### config.mk
export PLATFORM = sky130hd
export DESIGN_NAME = cdc_handshake_src
export DESIGN_NICKNAME = d
export VERILOG_FILES = /design/src/rtl/cdc_pkg.sv /design/src/rtl/cdc_watchdog.sv /design/src/rtl/cdc_handshake_src.sv
export SDC_FILE = /design/constraint.sdc
export NUM_CORES = 1
export LEC_CHECK = 0
export CORE_ASPECT_RATIO = 0.7
export CORE_UTILIZATION = 45
export CTS_CLUSTER_DIAMETER = 200
export DETAILED_ROUTE_END_ITERATION = 10
export HOLD_SLACK_MARGIN = 0.15
export PLACE_DENSITY_LB_ADDON = 0.1
export SYNTH_ARGS = -nofsm -noshare
export SYNTH_HDL_FRONTEND = slang
export SYNTH_SLANG_ARGS = --single-unit
### constraint.sdc
create_clock -name src_clk -period 2.4 [get_ports src_clk]
set_input_delay 0.6 -clock src_clk [delete_from_list [all_inputs] [get_ports src_clk]]
set_output_delay 0.6 -clock src_clk [all_outputs]
set_load 0.01 [all_outputs]
### src/rtl/cdc_pkg.sv
// Shared types and helpers for the source side of the bundled-data CDC handshake.
package cdc_pkg;

    typedef enum logic [1:0] {
        IDLE     = 2'd0,
        REQ      = 2'd1,
        WAIT_ACK = 2'd2
    } cdc_src_state_t;

    // Counter must be able to hold TIMEOUT_CYCLES itself so it can saturate there.
    function automatic int wdog_width(input int timeout_cycles);
        return (timeout_cycles < 1) ? 1 : $clog2(timeout_cycles + 1);
    endfunction

endpackage

### src/rtl/cdc_watchdog.sv
// Saturating ack watchdog: pulses o_expired once, in the cycle its count reaches
// TIMEOUT_CYCLES-1 while enabled. TIMEOUT_CYCLES==0 removes the counter.
module cdc_watchdog
    import cdc_pkg::*;
#(
    parameter int TIMEOUT_CYCLES = 1024
) (
    input  logic src_clk,
    input  logic aresetn,
    input  logic i_clear,
    input  logic i_enable,
    output logic o_expired
);

    generate
        if (TIMEOUT_CYCLES == 0) begin : g_off
            logic w_unused;
            assign w_unused  = ^{src_clk, aresetn, i_clear, i_enable};
            assign o_expired = 1'b0;
        end else begin : g_on
            localparam int            CW     = wdog_width(TIMEOUT_CYCLES);
            localparam logic [CW-1:0] LIMIT  = CW'(TIMEOUT_CYCLES);
            localparam logic [CW-1:0] THRESH = CW'(TIMEOUT_CYCLES - 1);

            logic [CW-1:0] r_wdog;

            always_ff @(posedge src_clk) begin
                if (!aresetn || i_clear) begin
                    r_wdog <= '0;
                end else if (i_enable && (r_wdog != LIMIT)) begin
                    r_wdog <= r_wdog + CW'(1);
                end
            end

            assign o_expired = i_enable && (r_wdog == THRESH);
        end
    endgenerate

endmodule

### src/rtl/cdc_handshake_src.sv
// Source-side controller for a bundled-data CDC: captures one word, fires a request
// pulse into a pulse_cdc, and holds the word until the returned ack frees the slot.
module cdc_handshake_src
    import cdc_pkg::*;
#(
    parameter int DATA_W         = 32,
    parameter int TIMEOUT_CYCLES = 1024
) (
    input  logic              src_clk,
    input  logic              aresetn,
    input  logic              s_valid,
    output logic              s_ready,
    input  logic [DATA_W-1:0] s_data,
    output logic [DATA_W-1:0] cdc_data,
    output logic              req_pulse,
    input  logic              ack_pulse,
    output logic              done_pulse,
    output logic              busy,
    input  logic              err_clr,
    output logic              err_timeout,
    output logic              err_spurious
);

    cdc_src_state_t    r_state, w_next;
    logic              w_accept, w_done, w_expired, w_spurious;
    logic              r_req, r_done, r_timeout, r_spurious;
    logic [DATA_W-1:0] r_data;

    always_comb begin
        w_next   = r_state;
        w_accept = 1'b0;
        w_done   = 1'b0;
        case (r_state)
            IDLE: begin
                if (s_valid) begin
                    w_accept = 1'b1;
                    w_next   = REQ;
                end
            end
            REQ: w_next = WAIT_ACK;
            WAIT_ACK: begin
                if (ack_pulse) begin
                    w_done = 1'b1;
                    w_next = IDLE;
                end
            end
            default: w_next = IDLE;
        endcase
    end

    assign w_spurious = ack_pulse && (r_state != WAIT_ACK);

    cdc_watchdog #(
        .TIMEOUT_CYCLES(TIMEOUT_CYCLES)
    ) u_wdog (
        .src_clk  (src_clk),
        .aresetn  (aresetn),
        .i_clear  (r_state == REQ),
        .i_enable (r_state == WAIT_ACK),
        .o_expired(w_expired)
    );

    // Sticky flags: a set event in the same cycle as err_clr wins; an ack on the
    // threshold cycle completes the transfer instead of flagging a timeout.
    always_ff @(posedge src_clk) begin
        if (!aresetn) begin
            r_state    <= IDLE;
            r_req      <= 1'b0;
            r_done     <= 1'b0;
            r_data     <= '0;
            r_timeout  <= 1'b0;
            r_spurious <= 1'b0;
        end else begin
            r_state    <= w_next;
            r_req      <= w_accept;
            r_done     <= w_done;
            if (w_accept) r_data <= s_data;
            r_timeout  <= (w_expired && !ack_pulse) || (r_timeout && !err_clr);
            r_spurious <= w_spurious || (r_spurious && !err_clr);
        end
    end

    assign s_ready      = aresetn && (r_state == IDLE);
    assign busy         = (r_state != IDLE);
    assign cdc_data     = r_data;
    assign req_pulse    = r_req;
    assign done_pulse   = r_done;
    assign err_timeout  = r_timeout;
    assign err_spurious = r_spurious;

endmodule

==> flow_summary.toml <==
[place]
place_hpwl_mm = 2.92
io_buffer_count = 74
pre_cts_slack_ps = -53.5
finalWeightedCongestion = 0.828
dpl-instance-area_um2 = 2620

[power]
p_int_w = 0.00126
powerDensity_nw_per_um2 = 608
vdd_drop_max_uv = 502
pwr-share-comb = 0.163
p_leak_nw = 1.03
swShare = 0.237
pwr-share-seq = 0.527
pwr-share-clk = 0.311
switchingPower_w = 0.000392

[yosys]
syn_avg_cell_area_um2 = 8.24
synth_edf_count = 0
yosysSeqAreaShare = 0.531
synth_flop_cell = "dfxtp_1"
synth.distinct_cells = 31
syn-cell-area_um2 = 1850
async_flop_share = 0
netlist_instances = 224
synth-seq-cells = 49
yosys_warnings = 0
yosysTopAreaCell = "dfxtp_1"
yosys-top-cells-area = "dfxtp_1 (53%), nand2_1 (14%), a21oi_1 (9.5%), nor2_1 (3.7%), xor2_1 (3.3%)"
syn-num-nets = 263
synth_top_area_share = 0.531

[cts]
ctsHoldBuffers = 0
path_clk_slew_ps = 80
ctsLongestPathBuffers = 2
cts_tree = "built"
clock-sinks = 49
cts_root_buffer = "clkbuf_8"
htree_levels = 2
numCtsBuffers = 5
clock_latency_ps = 300
cts_setup_buffers = 0

[drt]
wl_mm = 4.22
antenna_left = 0
dr_total_vias = 1718
drc = 0
dr.pass1.iters = 4
vias_per_cell = 4.91
drt_iter0_markers = 65
wl_per_cell_um = 12.1

[layout]
diodes = 0
nets = 336
nFillCells = 337
drive_gt1_frac = 0.0470
final_area_um2 = 2720
syn2layout_area_growth_pct = 47.5

[timing]
finalCriticalPeriod_ps = 2210
worst_slew_pin_slew_ps = 432
fmax_mhz = 453
hold_ws_ps = 455
slew_headroom = 0.712
fin_ws_ps = 195
rsz0062_at_grt = "no"
finalHoldViolations = 0
setup_viol = 0
finClkSkew_ps = 4.72
finalSetupTns_ps = 0
finalMaxSlewViolations = 0
fin_crit_sh = 0.919

[setup_path]
worstPathMaxFanout = 2
arrival_ps = 1610
reg2reg_slack_ps = 890
cp-start-kind = "input port"
worstSetupPathType = "input port to primary output"
worstSetupEndpointType = "primary output"
path_cells = "clkdlybuf4s50_1 -> clkinv_1 -> nor2_1 -> dlygate4sd2_1"
critical-path-top-delay-family = "buffers and inverters"
critPathBufInv = 3
slowest_delay_ps = 510
cp_data_required_time_ps = 1800
crit_slowest_cell = "clkdlybuf4s50_1"

[run_status]
run_status = "complete, no violations"

[global_routing]
grt_pass1_vias = 1588
grt.overflow.total = 0
antenna_found_initial = 0
grt_pass1_wl_mm = 7.12
grt_max_degree = 36
track_usage = 0.209

[worst_hold_path]
min_path_type = "flop to flop"

[floorplan]
row_count = 19
start_util = 0.471
io_pins = 75
coreArea_um2 = 3920
die_area_um2 = 4370
die_w_um = 78.6
die_h_um = 55.6

[job]
cap_viol_max_count = 0
worst min-delay path, cell delays in order, from the launching register on:
cell and delay [ps]:
dfxtp_1 310, nand2_1 50, a21oi_1 50
state kept, by name, summed over array words and instances, names as in the netlist:
register,cells
req_pulse,1
done_pulse,1
u_wdog.g_on.r_wdog,11
err_spurious,1
err_timeout,1
cdc_data,32
r_state,2
logic make-up after synthesis:
kind of cell             after synthesis  synth area share
adder cells (fa/ha/maj)                2            0.0135
AO/OA/AOI/OAI                         39             0.110
multiplexers                           1           0.00542
buffers and inverters                 16            0.0400
XOR/XNOR                               8            0.0379
AND/OR/NAND/NOR                      109             0.262
flip-flops                            49             0.531
final cells by class:
class	count	area (µm²)	share of cell area
Timing Repair Buffer	78	769	0.282
Clock inverter	1	5.00	0.00184
Sequential cell	49	981	0.360
Tap cell	52	65.1	0.0239
Multi-Input combinational cell	159	792	0.291
Clock buffer	7	96.3	0.0354
Inverter	4	15.0	0.00551
path summary, 6_finish.rpt:
path,endpoint,start,cells after the start
setup / recovery,s_ready,aresetn,4
hold / removal,cdc_data[21],cdc_data[21],2
setup reg to reg,u_wdog.g_on.r_wdog[1],u_wdog.g_on.r_wdog[0],6
hold reg to reg,cdc_data[21],cdc_data[21],2
per-stage QoR:
stage / cells / total power (W) / utilization
floorplan: 224 / 0.00100 / -
detailed placement: 342 / 0.00116 / 0.669
global route: 350 / 0.00175 / 0.694
CTS: 350 / 0.00168 / 0.694
finish: 350 / 0.00166 / 0.694
global placement: 342 / 0.00116 / 0.669
power groups by stage:
stage,registers (W),clock network [W],logic [W]
after floorplan,0.000909,0,0.0000958
after global placement,0.000890,0,0.000270
after detailed placement,0.000892,0,0.000271
after CTS,0.000873,0.000535,0.000272
after global routing,0.000878,0.000576,0.000294
final,0.000872,0.000514,0.000269
Yosys cell counts, types with 2 or more instances:
| master | n |
|---|---|
| nor2b_1 | 2 |
| buf_1 | 2 |
| and2_1 | 2 |
| nand4_1 | 3 |
| and4b_1 | 2 |
| a21oi_1 | 35 |
| nand3b_1 | 2 |
| buf_4 | 3 |
| nor2_1 | 18 |
| nand3_1 | 3 |
| nand2_1 | 68 |
| xor2_1 | 7 |
| clkbuf_1 | 5 |
| and3_1 | 2 |
| nor4b_1 | 2 |
| ha_1 | 2 |
| inv_1 | 3 |
| nand2b_1 | 2 |
| dfxtp_1 | 49 |
per-layer routing:
metal  vias up  part of all wire  global-route usage
li1        873                 -                   -
met1       776              0.46               0.270
met2        61              0.44               0.333
met3         8             0.085              0.0639
met4         0             0.012              0.0714
met5         -                 0                   0
layout by cell type (no fill, tap or decap), types with 2 or more instances in the layout:
cell type | netlist | layout
ha_1 | 2 | 2
clkdlybuf4s50_1 | 0 | 73
nand3_1 | 3 | 3
buf_4 | 3 | 4
and4b_1 | 2 | 2
nor2b_1 | 2 | 2
nand4_1 | 3 | 3
and2_1 | 2 | 2
xor2_1 | 7 | 7
nor2_1 | 18 | 18
nand3b_1 | 2 | 2
dfxtp_1 | 49 | 49
nand2_1 | 68 | 68
nor4b_1 | 2 | 2
inv_1 | 3 | 3
a21oi_1 | 35 | 35
and3_1 | 2 | 2
nand2b_1 | 2 | 2
clkbuf_8 | 0 | 7
repair_timing:
item / in CTS / in global routing
endpoints found under the setup margin: 1 / 0
endpoints found under the hold margin: 0 / 0
resized for setup: 1 / 0
(Power assumes the default switching activity.)
